### src/rtl/dll_lock_seq_if.sv
// dll_lock_seq_if: control/status bundle between the DLL lock sequencer
// and its phase detector / delay line / hold-control consumers.
interface dll_lock_seq_if #(
   parameter int CODE_W = 6
);
   logic              start;
   logic              pd_valid;
   logic              pd_up;
   logic [CODE_W-1:0] code;
   logic              m_sel;
   logic              div_m;
   logic              hold;
   logic              busy;
   logic              locked;

   modport master (
      output start, pd_valid, pd_up,
      input  code, m_sel, div_m, hold, busy, locked
   );

   modport slave (
      input  start, pd_valid, pd_up,
      output code, m_sel, div_m, hold, busy, locked
   );
endinterface

### src/rtl/dll_lock_seq.sv
// dll_lock_seq: FMDLL lock sequencer (SAR coarse, +/-1 fine, lock, drift).
// Build macro LOCK_FREEZE_EN freezes the delay code while LOCKED.
module dll_lock_seq #(
   parameter int CODE_W     = 6,
   parameter int SETTLE_CYC = 4,
   parameter int LOCK_CNT   = 8,
   parameter int CNT_W      = 4
) (
   input  logic          clk,
   input  logic          rst,
   dll_lock_seq_if.slave bus
);
   localparam int IDX_W = (CODE_W > 1) ? $clog2(CODE_W) : 1;
   localparam logic [CODE_W-1:0] CODE_MAX = '1;
   localparam logic [CODE_W-1:0] CODE_MID = CODE_W'(1) << (CODE_W - 1);
   localparam logic [IDX_W-1:0]  IDX_TOP  = IDX_W'(CODE_W - 1);
   localparam logic [CNT_W-1:0]  SET_LAST = CNT_W'(SETTLE_CYC - 1);
   localparam logic [CNT_W-1:0]  LOCK_N   = CNT_W'(LOCK_CNT);

   typedef enum logic [2:0] {
      IDLE, COARSE, SETTLE, FINE, LOCKED
   } state_e;

   state_e            state_q, state_d, ret_q, ret_d, tgt;
   logic [CODE_W-1:0] code_q, code_d, step_code;
   logic [IDX_W-1:0]  idx_q, idx_d;
   logic [CNT_W-1:0]  scnt_q, scnt_d;
   logic [CNT_W-1:0]  alt_q, alt_d, alt_n;
   logic [CNT_W-1:0]  run_q, run_d, run_n;
   logic              last_q, last_d, seen_q, seen_d;
   logic              m_sel_q, m_sel_d, div_m_q, div_m_d;
   logic              hold_q, hold_d, busy_q, busy_d;
   logic              locked_q, locked_d;
   logic              can_step;

   // A step against the end of the code range is a no-op and needs no settle.
   always_comb begin
      can_step  = bus.pd_up ? (code_q != CODE_MAX) : (code_q != '0);
      step_code = bus.pd_up ? code_q + 1'b1 : code_q - 1'b1;
      alt_n     = (seen_q && (bus.pd_up != last_q)) ? alt_q + 1'b1 : '0;
      run_n     = (bus.pd_up == last_q) ? run_q + 1'b1 : CNT_W'(1);
   end

   always_comb begin
      state_d  = state_q;
      ret_d    = ret_q;
      tgt      = state_q;
      code_d   = code_q;
      idx_d    = idx_q;
      scnt_d   = scnt_q;
      alt_d    = alt_q;
      run_d    = run_q;
      last_d   = last_q;
      seen_d   = seen_q;
      m_sel_d  = m_sel_q;
      div_m_d  = div_m_q;
      hold_d   = hold_q;
      locked_d = locked_q;
      unique case (state_q)
         IDLE: if (bus.start) begin
            code_d  = CODE_MID;
            idx_d   = IDX_TOP;
            div_m_d = 1'b1;
            m_sel_d = 1'b0;
            ret_d   = COARSE;
            hold_d  = 1'b1;
            scnt_d  = '0;
            state_d = SETTLE;
         end
         SETTLE: begin
            if (scnt_q == SET_LAST) begin
               state_d = ret_q;
               hold_d  = 1'b0;
            end else begin
               scnt_d = scnt_q + 1'b1;
            end
         end
         COARSE: if (bus.pd_valid) begin
            if (!bus.pd_up) code_d[idx_q] = 1'b0;
            if (idx_q != '0) begin
               code_d[idx_q - 1'b1] = 1'b1;
               idx_d = idx_q - 1'b1;
               ret_d = COARSE;
            end else begin
               div_m_d = 1'b0;
               m_sel_d = 1'b1;
               ret_d   = FINE;
            end
            hold_d  = 1'b1;
            scnt_d  = '0;
            state_d = SETTLE;
         end
         FINE: if (bus.pd_valid) begin
            seen_d = 1'b1;
            last_d = bus.pd_up;
            if (alt_n == LOCK_N) begin
               alt_d    = '0;
               run_d    = '0;
               locked_d = 1'b1;
               tgt      = LOCKED;
            end else begin
               alt_d = alt_n;
               tgt   = FINE;
            end
            if (can_step) begin
               code_d  = step_code;
               hold_d  = 1'b1;
               scnt_d  = '0;
               ret_d   = tgt;
               state_d = SETTLE;
            end else begin
               state_d = tgt;
            end
         end
         LOCKED: if (bus.pd_valid) begin
            last_d = bus.pd_up;
            if (run_n == LOCK_N) begin
               run_d    = '0;
               alt_d    = '0;
               locked_d = 1'b0;
               tgt      = FINE;
            end else begin
               run_d = run_n;
               tgt   = LOCKED;
            end
`ifdef LOCK_FREEZE_EN
            state_d = tgt;
`else
            if (can_step) begin
               code_d  = step_code;
               hold_d  = 1'b1;
               scnt_d  = '0;
               ret_d   = tgt;
               state_d = SETTLE;
            end else begin
               state_d = tgt;
            end
`endif
         end
         default: state_d = IDLE;
      endcase
      busy_d = (state_d != IDLE);
   end

   always_ff @(posedge clk or posedge rst) begin
      if (rst) begin
         state_q  <= IDLE;
         ret_q    <= IDLE;
         code_q   <= '0;
         idx_q    <= '0;
         scnt_q   <= '0;
         alt_q    <= '0;
         run_q    <= '0;
         last_q   <= 1'b0;
         seen_q   <= 1'b0;
         m_sel_q  <= 1'b0;
         div_m_q  <= 1'b0;
         hold_q   <= 1'b0;
         busy_q   <= 1'b0;
         locked_q <= 1'b0;
      end else begin
         state_q  <= state_d;
         ret_q    <= ret_d;
         code_q   <= code_d;
         idx_q    <= idx_d;
         scnt_q   <= scnt_d;
         alt_q    <= alt_d;
         run_q    <= run_d;
         last_q   <= last_d;
         seen_q   <= seen_d;
         m_sel_q  <= m_sel_d;
         div_m_q  <= div_m_d;
         hold_q   <= hold_d;
         busy_q   <= busy_d;
         locked_q <= locked_d;
      end
   end

   assign bus.code   = code_q;
   assign bus.m_sel  = m_sel_q;
   assign bus.div_m  = div_m_q;
   assign bus.hold   = hold_q;
   assign bus.busy   = busy_q;
   assign bus.locked = locked_q;
endmodule

### src/flat_wrapper.sv
// flat-port wrapper written by rule: the top's interface ports become plain ports
module dll_lock_seq_flat 
#(
   parameter int CODE_W     = 6,
   parameter int SETTLE_CYC = 4,
   parameter int LOCK_CNT   = 8,
   parameter int CNT_W      = 4
)
  (clk, rst, bus_start, bus_pd_valid, bus_pd_up, bus_code, bus_m_sel, bus_div_m, bus_hold, bus_busy, bus_locked);
  dll_lock_seq_if #(.CODE_W(CODE_W)) bus_i ();
  input  logic clk;
  input  logic rst;
  input wire logic [$bits(bus_i.start)-1:0] bus_start;
  input wire logic [$bits(bus_i.pd_valid)-1:0] bus_pd_valid;
  input wire logic [$bits(bus_i.pd_up)-1:0] bus_pd_up;
  output wire logic [$bits(bus_i.code)-1:0] bus_code;
  output wire logic [$bits(bus_i.m_sel)-1:0] bus_m_sel;
  output wire logic [$bits(bus_i.div_m)-1:0] bus_div_m;
  output wire logic [$bits(bus_i.hold)-1:0] bus_hold;
  output wire logic [$bits(bus_i.busy)-1:0] bus_busy;
  output wire logic [$bits(bus_i.locked)-1:0] bus_locked;
  assign bus_i.start = bus_start;
  assign bus_i.pd_valid = bus_pd_valid;
  assign bus_i.pd_up = bus_pd_up;
  assign bus_code = bus_i.code;
  assign bus_m_sel = bus_i.m_sel;
  assign bus_div_m = bus_i.div_m;
  assign bus_hold = bus_i.hold;
  assign bus_busy = bus_i.busy;
  assign bus_locked = bus_i.locked;
  dll_lock_seq #(.CODE_W(CODE_W), .SETTLE_CYC(SETTLE_CYC), .LOCK_CNT(LOCK_CNT), .CNT_W(CNT_W)) u_core (.clk(clk), .rst(rst), .bus(bus_i));
endmodule
### config.mk
export PLATFORM = sky130hd
export DESIGN_NAME = dll_lock_seq_flat
export DESIGN_NICKNAME = d
export VERILOG_FILES = /design/src/rtl/dll_lock_seq_if.sv /design/src/rtl/dll_lock_seq.sv /design/src/flat_wrapper.sv
export SDC_FILE = /design/constraint.sdc
export NUM_CORES = 1
export LEC_CHECK = 0
export BUFFER_PORTS_ARGS = -buffer_cell sky130_fd_sc_hd__buf_4
export CAP_MARGIN = 10
export CORE_AREA = 2 2 114 88
export CTS_CLUSTER_SIZE = 12
export DETAILED_ROUTE_END_ITERATION = 8
export DIE_AREA = 0 0 116 90
export PLACE_DENSITY_LB_ADDON = 0.05
export SLEW_MARGIN = 15
export SYNTH_ARGS = -nofsm -noshare
export SYNTH_HDL_FRONTEND = slang
export SYNTH_SLANG_ARGS = --single-unit
### constraint.sdc
create_clock -name clk -period 2 [get_ports clk]
set_clock_uncertainty 0.05 [all_clocks]
set_input_delay 0.2 -clock clk [delete_from_list [all_inputs] [get_ports clk]]
set_output_delay 0.2 -clock clk [all_outputs]
set_load 0.005 [all_outputs]
==> results of run 1 <==
-- registers in the layout (all words and copies together), names as in the netlist --
name	count
u_core.last_q	1
u_core.state_q	3
u_core.ret_q	3
u_core.scnt_q	4
u_core.bus.busy	1
u_core.bus.locked	1
u_core.seen_q	1
u_core.idx_q	3
u_core.bus.m_sel	1
u_core.bus.code	6
u_core.bus.hold	1
u_core.run_q	4
u_core.bus.div_m	1
u_core.alt_q	4
-- worst paths after layout --
check,slack [ns],depth (start not counted),start,endpoint
min in group clk,0.25,3,bus_pd_valid,u_core.run_q[2]$_DFFE_PP0P_
max in group asynchronous,1.56,3,rst,u_core.state_q[0]$_DFF_PP0_
max reg2reg,-0.07,7,u_core.bus.code[0]$_DFFE_PP0P_,u_core.bus.code[5]$_DFFE_PP0P_
min,0.004,3,rst,u_core.last_q$_DFFE_PP0P_
max,-0.07,7,u_core.bus.code[0]$_DFFE_PP0P_,u_core.bus.code[5]$_DFFE_PP0P_
min reg2reg,0.43,2,u_core.ret_q[2]$_DFFE_PP0P_,u_core.ret_q[2]$_DFFE_PP0P_
-- power by group --
| group | internal (mW) | switching [mW] |
|---|---|---|
| sequential | 0.862 | 0.110 |
| clock | 0.564 | 0.285 |
| combinational | 1.14 | 1.11 |
| total | 2.56 | 1.50 |
-- what timing repair did --
item,4_1_cts,5_1_grt
resized for setup,11,26
setup endpoints to repair,7,25
setup buffers,0,6
pin swaps,6,15
-- worst max-delay path, delay by kind of cell, from the launching register on --
| family | cells | cell delay [ns] |
|---|---|---|
| compound gates | 4 | 0.63 |
| buf+inv | 1 | 0.15 |
| flops | 1 | 0.37 |
| simple gates | 2 | 0.75 |
-- metrics by stage --
stage               worst slack [ns]  instance area [µm²]  setup TNS, ns  utilization [%]  hold slack, ns
floorplan                    -0.0480                 2310        -0.0960                -           0.292
global placement             -0.0711                 3020         -0.141             32.2           0.317
detailed placement           -0.0898                 3020         -0.193             32.2           0.310
CTS                           -0.120                 3210         -0.120             34.2          0.0180
global route                  -0.150                 3340         -0.994             35.6          0.0727
finish                       -0.0728                 3340         -0.202             35.6         0.00367
-- kinds of logic after synthesis --
| kind of cell | after synthesis | share of synthesized area [%] |
|---|---|---|
| xor+xnor | 10 | 3.83 |
| compound gates | 87 | 25.2 |
| buf+inv | 22 | 4.38 |
| fa+ha+maj | 10 | 5.80 |
| flops | 34 | 37.2 |
| simple gates | 104 | 23.6 |
-- synthesized netlist by cell type (all sizes together) (6+ instances only) --
cell type / instances / area share [%]
ha: 9 / 4.9
a21oi: 13 / 2.8
nor2: 14 / 2.3
nand3: 15 / 3.3
nand2: 38 / 6.3
o21ai: 33 / 7.2
dfrtp: 34 / 37
inv: 13 / 2.1
o22ai: 6 / 2.2
-- area by class of cell --
| type | count | share of cell area, % |
|---|---|---|
| tap | 132 | 4.94 |
| inverter | 13 | 1.46 |
| clock buffer | 8 | 4.98 |
| multi-input combinational | 211 | 43.9 |
| sequential | 34 | 25.5 |
| timing repair buffer | 84 | 19.2 |
-- routing by layer --
metal  routed length (µm)  global-route usage (%)
met3                  216                    2.49
met1                 3880                    23.2
met2                 2880                    19.4
met4                   95                    3.77
met5                    0                       0
==> metrics.yaml, run 1 <==
place:
  dp_hpwl_mm: 5.39
  gp_congestion: 0.768
  port_buffers: 15
  dp.cells: 469
clocking:
  clk_latency_ns: 0.27
  clk_root_buffer_cell: "clkbuf_16"
  clockBufferDepth: 2
  cts_htree_levels: 2
  clock-sinks: 34
  numCtsBuffers: 5
  path_clk_slew_ns: 0.06
  cts_tree: "done"
  cts_hold_buffers: 0
yosys:
  ys_seq_elements: 34
  synth_edf_count: 0
  synth_area_mm2: 0.00229
  ys_warn_count: 0
  async_flop_share_pct: 100
  avgSynthCellArea_um2: 8.56
  synth_cell_types: 54
  syn_nets: 282
  synth_ff_type: "dfrtp_1"
  postSynthCellCount: 267
  synth_seq_area_share_pct: 37.2
sta:
  drv_slew: 0
  fin_crit_ns: 2.07
  hold_viol_final: 0
  setup_ws_ns: -0.0728
  setup_viol: 5
  tightest_slew_ns: 0.486
  relSlewSlack_pct: 67.6
  clock.fmax_mhz: 482
  period_share_pct: 104
  rsz0062_at_grt: "yes"
worst_setup_path:
  cpPeakStageDelay_ns: 0.53
  cp_data_arrival_time_ns: 2.18
  critPathRequiredTime_ns: 2.11
  cp_max_fo: 6
  endpoint_kind: "flip-flop"
  cp_slowest_cell: "or4_4"
  startpoint_type: "flip-flop"
  path_cells: "or4_4 > o22ai_4 > buf_4 > o221ai_4 > and3_4 > o21a_1 > o22a_1"
  criticalPathCategory: "reg -> reg"
global_route:
  grt.overflow.total: 0
  grt_usage_pct: 14.4
  antenna_found_initial: 0
  grt_pass1_vias: 2230
  grt_max_degree: 35
  grt_pass1_wl_mm: 11.8
drt:
  wirelength_mm: 7.08
  first_pass_iters: 4
  drcViolationCount: 0
  ant_nets: 0
  vias: 2251
  first_iter_violations: 124
  wire_per_inst_um: 14.7
  vias_per_cell: 4.67
die:
  ios: 16
  die_width_um: 116
  rows: 31
  core_mm2: 0.00939
  die_h_um: 90
  dieArea_mm2: 0.0104
  initial_core_util_pct: 24.4
final_layout:
  area_growth_pct: 46.1
  drive_above_1_share_pct: 34.3
  final_nets: 364
  num_antenna_cells: 0
  final_cell_mix: "81 x buf_4, 36 x nand2_1, 34 x dfrtp_1, 20 x o21ai_0"
  multi_input_area_mm2: 0.00147
  filler_cell_count: 1006
  layout_commonest_cell: "buf_4"
  ff_latch_area_um2: 851
  finalNonFillerCells: 482
pwr:
  p_per_area_mw_per_mm2: 1220
  fin_total_pwr_mw: 4.06
  p_leak_nw: 1.49
  peakVddDrop_mv: 0.417
run_status:
  status: "finished, violations left"
  failed_checks: "negative setup slack"
job:
  maxCapViolCount: 0
worst_hold_path:
  hold_path.class: "in -> async"
Note: power is estimated with default switching activity, not from simulation.
==> run 2, diff against run 1 <==
CORE_AREA = 2 2 79 62   (was 2 2 114 88)
DIE_AREA = 0 0 81 64   (was 0 0 116 90)
==> run 2 against run 1 <==
The flow still finishes with violations (negative setup slack). Worst hold slack gained 0.22 ns. Register-to-register slack is essentially flat. Wire length shrank 15%. Critical endpoint is now u_core.bus.busy$_DFF_PP0_. Largest cell class unchanged.
==> metrics.yaml, run 2 (synthesis gave the netlist of run 1 again) <==
global_route:
  grt_pass1_wl_mm: 10.5  # -11%
  grt.overflow.total: 0  # unchanged
  grt_max_degree: 35  # unchanged
  grt_usage_pct: 26.4  # +12 points
  antenna_found_initial: 0  # unchanged
  grt_pass1_vias: 2240  # +0.45%
sta:
  hold_viol_final: 0  # unchanged
  relSlewSlack_pct: 69.9  # +2.3 points
  clock.fmax_mhz: 483  # +0.20%
  fin_crit_ns: 2.07  # -0.00412 ns
  hold_ws_ns: 0.222  # +0.218 ns
  setup_viol: 2  # -3
  period_share_pct: 103  # -0.21 points
  tns_ns: -0.0882  # +0.114 ns
  rsz0062_at_grt: "yes"
  drv_slew: 0  # unchanged
  setup_ws_ns: -0.0687  # +0.00412 ns
  tightest_slew_ns: 0.451  # -0.0350 ns
die:
  ios: 16  # unchanged
  die_width_um: 81  # -30%
  dieArea_mm2: 0.00518  # -50%
  rows: 21  # -32%
  die_h_um: 64  # -29%
  initial_core_util_pct: 52.4  # +28 points
  core_mm2: 0.00436  # -54%
worst_setup_path:
  criticalPathCategory: "reg -> reg"
  cp_slowest_cell: "or4_4"
  critPathRequiredTime_ns: 2.12  # about the same
  endpoint_kind: "flip-flop"
  r2r_cells: 6  # -1
  cp_data_arrival_time_ns: 2.19  # about the same
  worstReg2RegEnd: "u_core.bus.busy$_DFF_PP0_"
  r2r_slack_ns: -0.07  # about the same
  cp_max_fo: 3  # -3
  cpPeakStageDelay_ns: 0.55  # +0.02 ns
  r2r_start: "u_core.bus.code[0]$_DFFE_PP0P_"
  path_cells: "or4_4 > o22ai_4 > nand2_2 > o2bb2ai_1 > or3b_1 > nand4bb_1"
  startpoint_type: "flip-flop"
drt:
  wirelength_mm: 6.04  # -15%
  ant_nets: 0  # unchanged
  first_iter_violations: 98  # -21%
  vias_per_cell: 5.73  # +23%
  drcViolationCount: 0  # unchanged
  vias: 2239  # -0.53%
  wire_per_inst_um: 15.4  # +5.2%
  first_pass_iters: 4  # unchanged
final_layout:
  ff_latch_area_um2: 852  # +0.15%
  stdcell_area_mm2: 0.00304  # -8.9%
  largest_reg_flops: 6  # unchanged
  final_nets: 348  # -4.4%
  final_cell_mix: "65 x buf_4, 37 x nand2_1, 33 x dfrtp_1, 25 x o21ai_0, 14 x nor2_1"
  layout_commonest_cell: "buf_4"
  drive_above_1_share_pct: 30.5  # -3.7 points
  filler_cell_count: 373  # -63%
  area_growth_pct: 33.2
  finalNonFillerCells: 391  # -19%
  multi_input_area_mm2: 0.00146  # -0.77%
  num_antenna_cells: 0  # unchanged
clocking:
  clockBufferDepth: 2  # unchanged
  clock-sinks: 34  # unchanged
  numCtsBuffers: 5  # unchanged
  clk_latency_ns: 0.30  # +0.03 ns
  cts_htree_levels: 2  # unchanged
  clk_root_buffer_cell: "clkbuf_8"
  path_clk_slew_ns: 0.07  # about the same
  cts_tree: "done"
place:
  port_buffers: 15  # unchanged
  dp.cells: 377  # -20%
  place_area_mm2: 0.00280  # -7.3%
  dp_hpwl_mm: 4.42  # -18%
  gp_congestion: 0.832  # +8.4%
run_status:
  status: "finished, violations left"
  failed_checks: "negative setup slack"
worst_hold_path:
  min_path_cells: 3
  hold_path.class: "in -> reg"
  min_from: "bus_pd_valid"
  hold_end: "u_core.run_q[2]$_DFFE_PP0P_"
pwr:
  fin_total_pwr_mw: 3.51  # -14%
  peakVddDrop_mv: 0.753  # +81%
  p_leak_nw: 1.37  # -7.7%
  p_per_area_mw_per_mm2: 1150  # -5.3%
job:
  maxCapViolCount: 0  # unchanged
==> run 2: what timing repair did <==
action                                  CTS  global route
endpoints found under the hold margin    34             0
resized for setup                         6            23
endpoints found under the setup margin    4            25
gates cloned                              0             0
pin swaps                                 5            19
setup buffers                             2             4
hold buffers                              1             0
==> run 2: layer usage <==
layer	part of all wire (%)	track usage [%]	vias up	wire, µm
met1	51	38.6	1074	3090
met5	0	0	-	0
met2	43	39.2	41	2600
met4	1.8	10.2	0	106
met3	3.9	4.24	8	237
li1	-	-	1116	-
==> run 2: area by class of cell <==
type	instances	area share [%]
Multi-Input combinational cell	211	47.8
Sequential cell	34	28.0
Timing Repair Buffer	68	17.1
Clock buffer	6	2.71
Tap cell	57	2.34
Inverter	13	1.60
Clock inverter	2	0.411
==> run 2: critical path, delay by kind of cell, from the launching register on <==
family | cells | cell delay [ns]
flops | 1 | 0.38
compound gates | 2 | 0.31
simple gates | 4 | 1.19
==> run 2: report_power, final <==
part	internal, mW	leakage [nW]	switching, mW
clock network	0.276	0.0472	0.270
registers	0.860	0.423	0.122
logic	0.960	0.900	1.02
total	2.10	1.37	1.41
==> run 2: per-stage QoR <==
| stage | setup WS [ns] | util [%] |
|---|---|---|
| final | -0.0687 | 69.8 |
| after global routing | -0.139 | 69.8 |
| after CTS | -0.0623 | 67.2 |
| after detailed placement | -0.109 | 64.1 |
| after global placement | -0.0673 | 64.1 |
| after floorplan | -0.0480 | - |
==> run 2: worst max path at each step <==
stage | start | endpoint | slack, ns | cells past startpoint
5_1_grt | u_core.alt_q[1]$_DFFE_PP0P_ | u_core.bus.busy$_DFF_PP0_ | -0.14 | 5
3_3_place_gp | u_core.bus.code[1]$_DFFE_PP0P_ | u_core.bus.busy$_DFF_PP0_ | -0.07 | 6
2_1_floorplan | u_core.bus.code[1]$_DFFE_PP0P_ | u_core.bus.busy$_DFF_PP0_ | -0.05 | 6
6_report | u_core.bus.code[0]$_DFFE_PP0P_ | u_core.bus.busy$_DFF_PP0_ | -0.07 | 6
3_5_place_dp | u_core.alt_q[0]$_DFFE_PP0P_ | u_core.run_q[2]$_DFFE_PP0P_ | -0.11 | 6
4_1_cts | u_core.bus.code[0]$_DFFE_PP0P_ | u_core.bus.busy$_DFF_PP0_ | -0.06 | 6
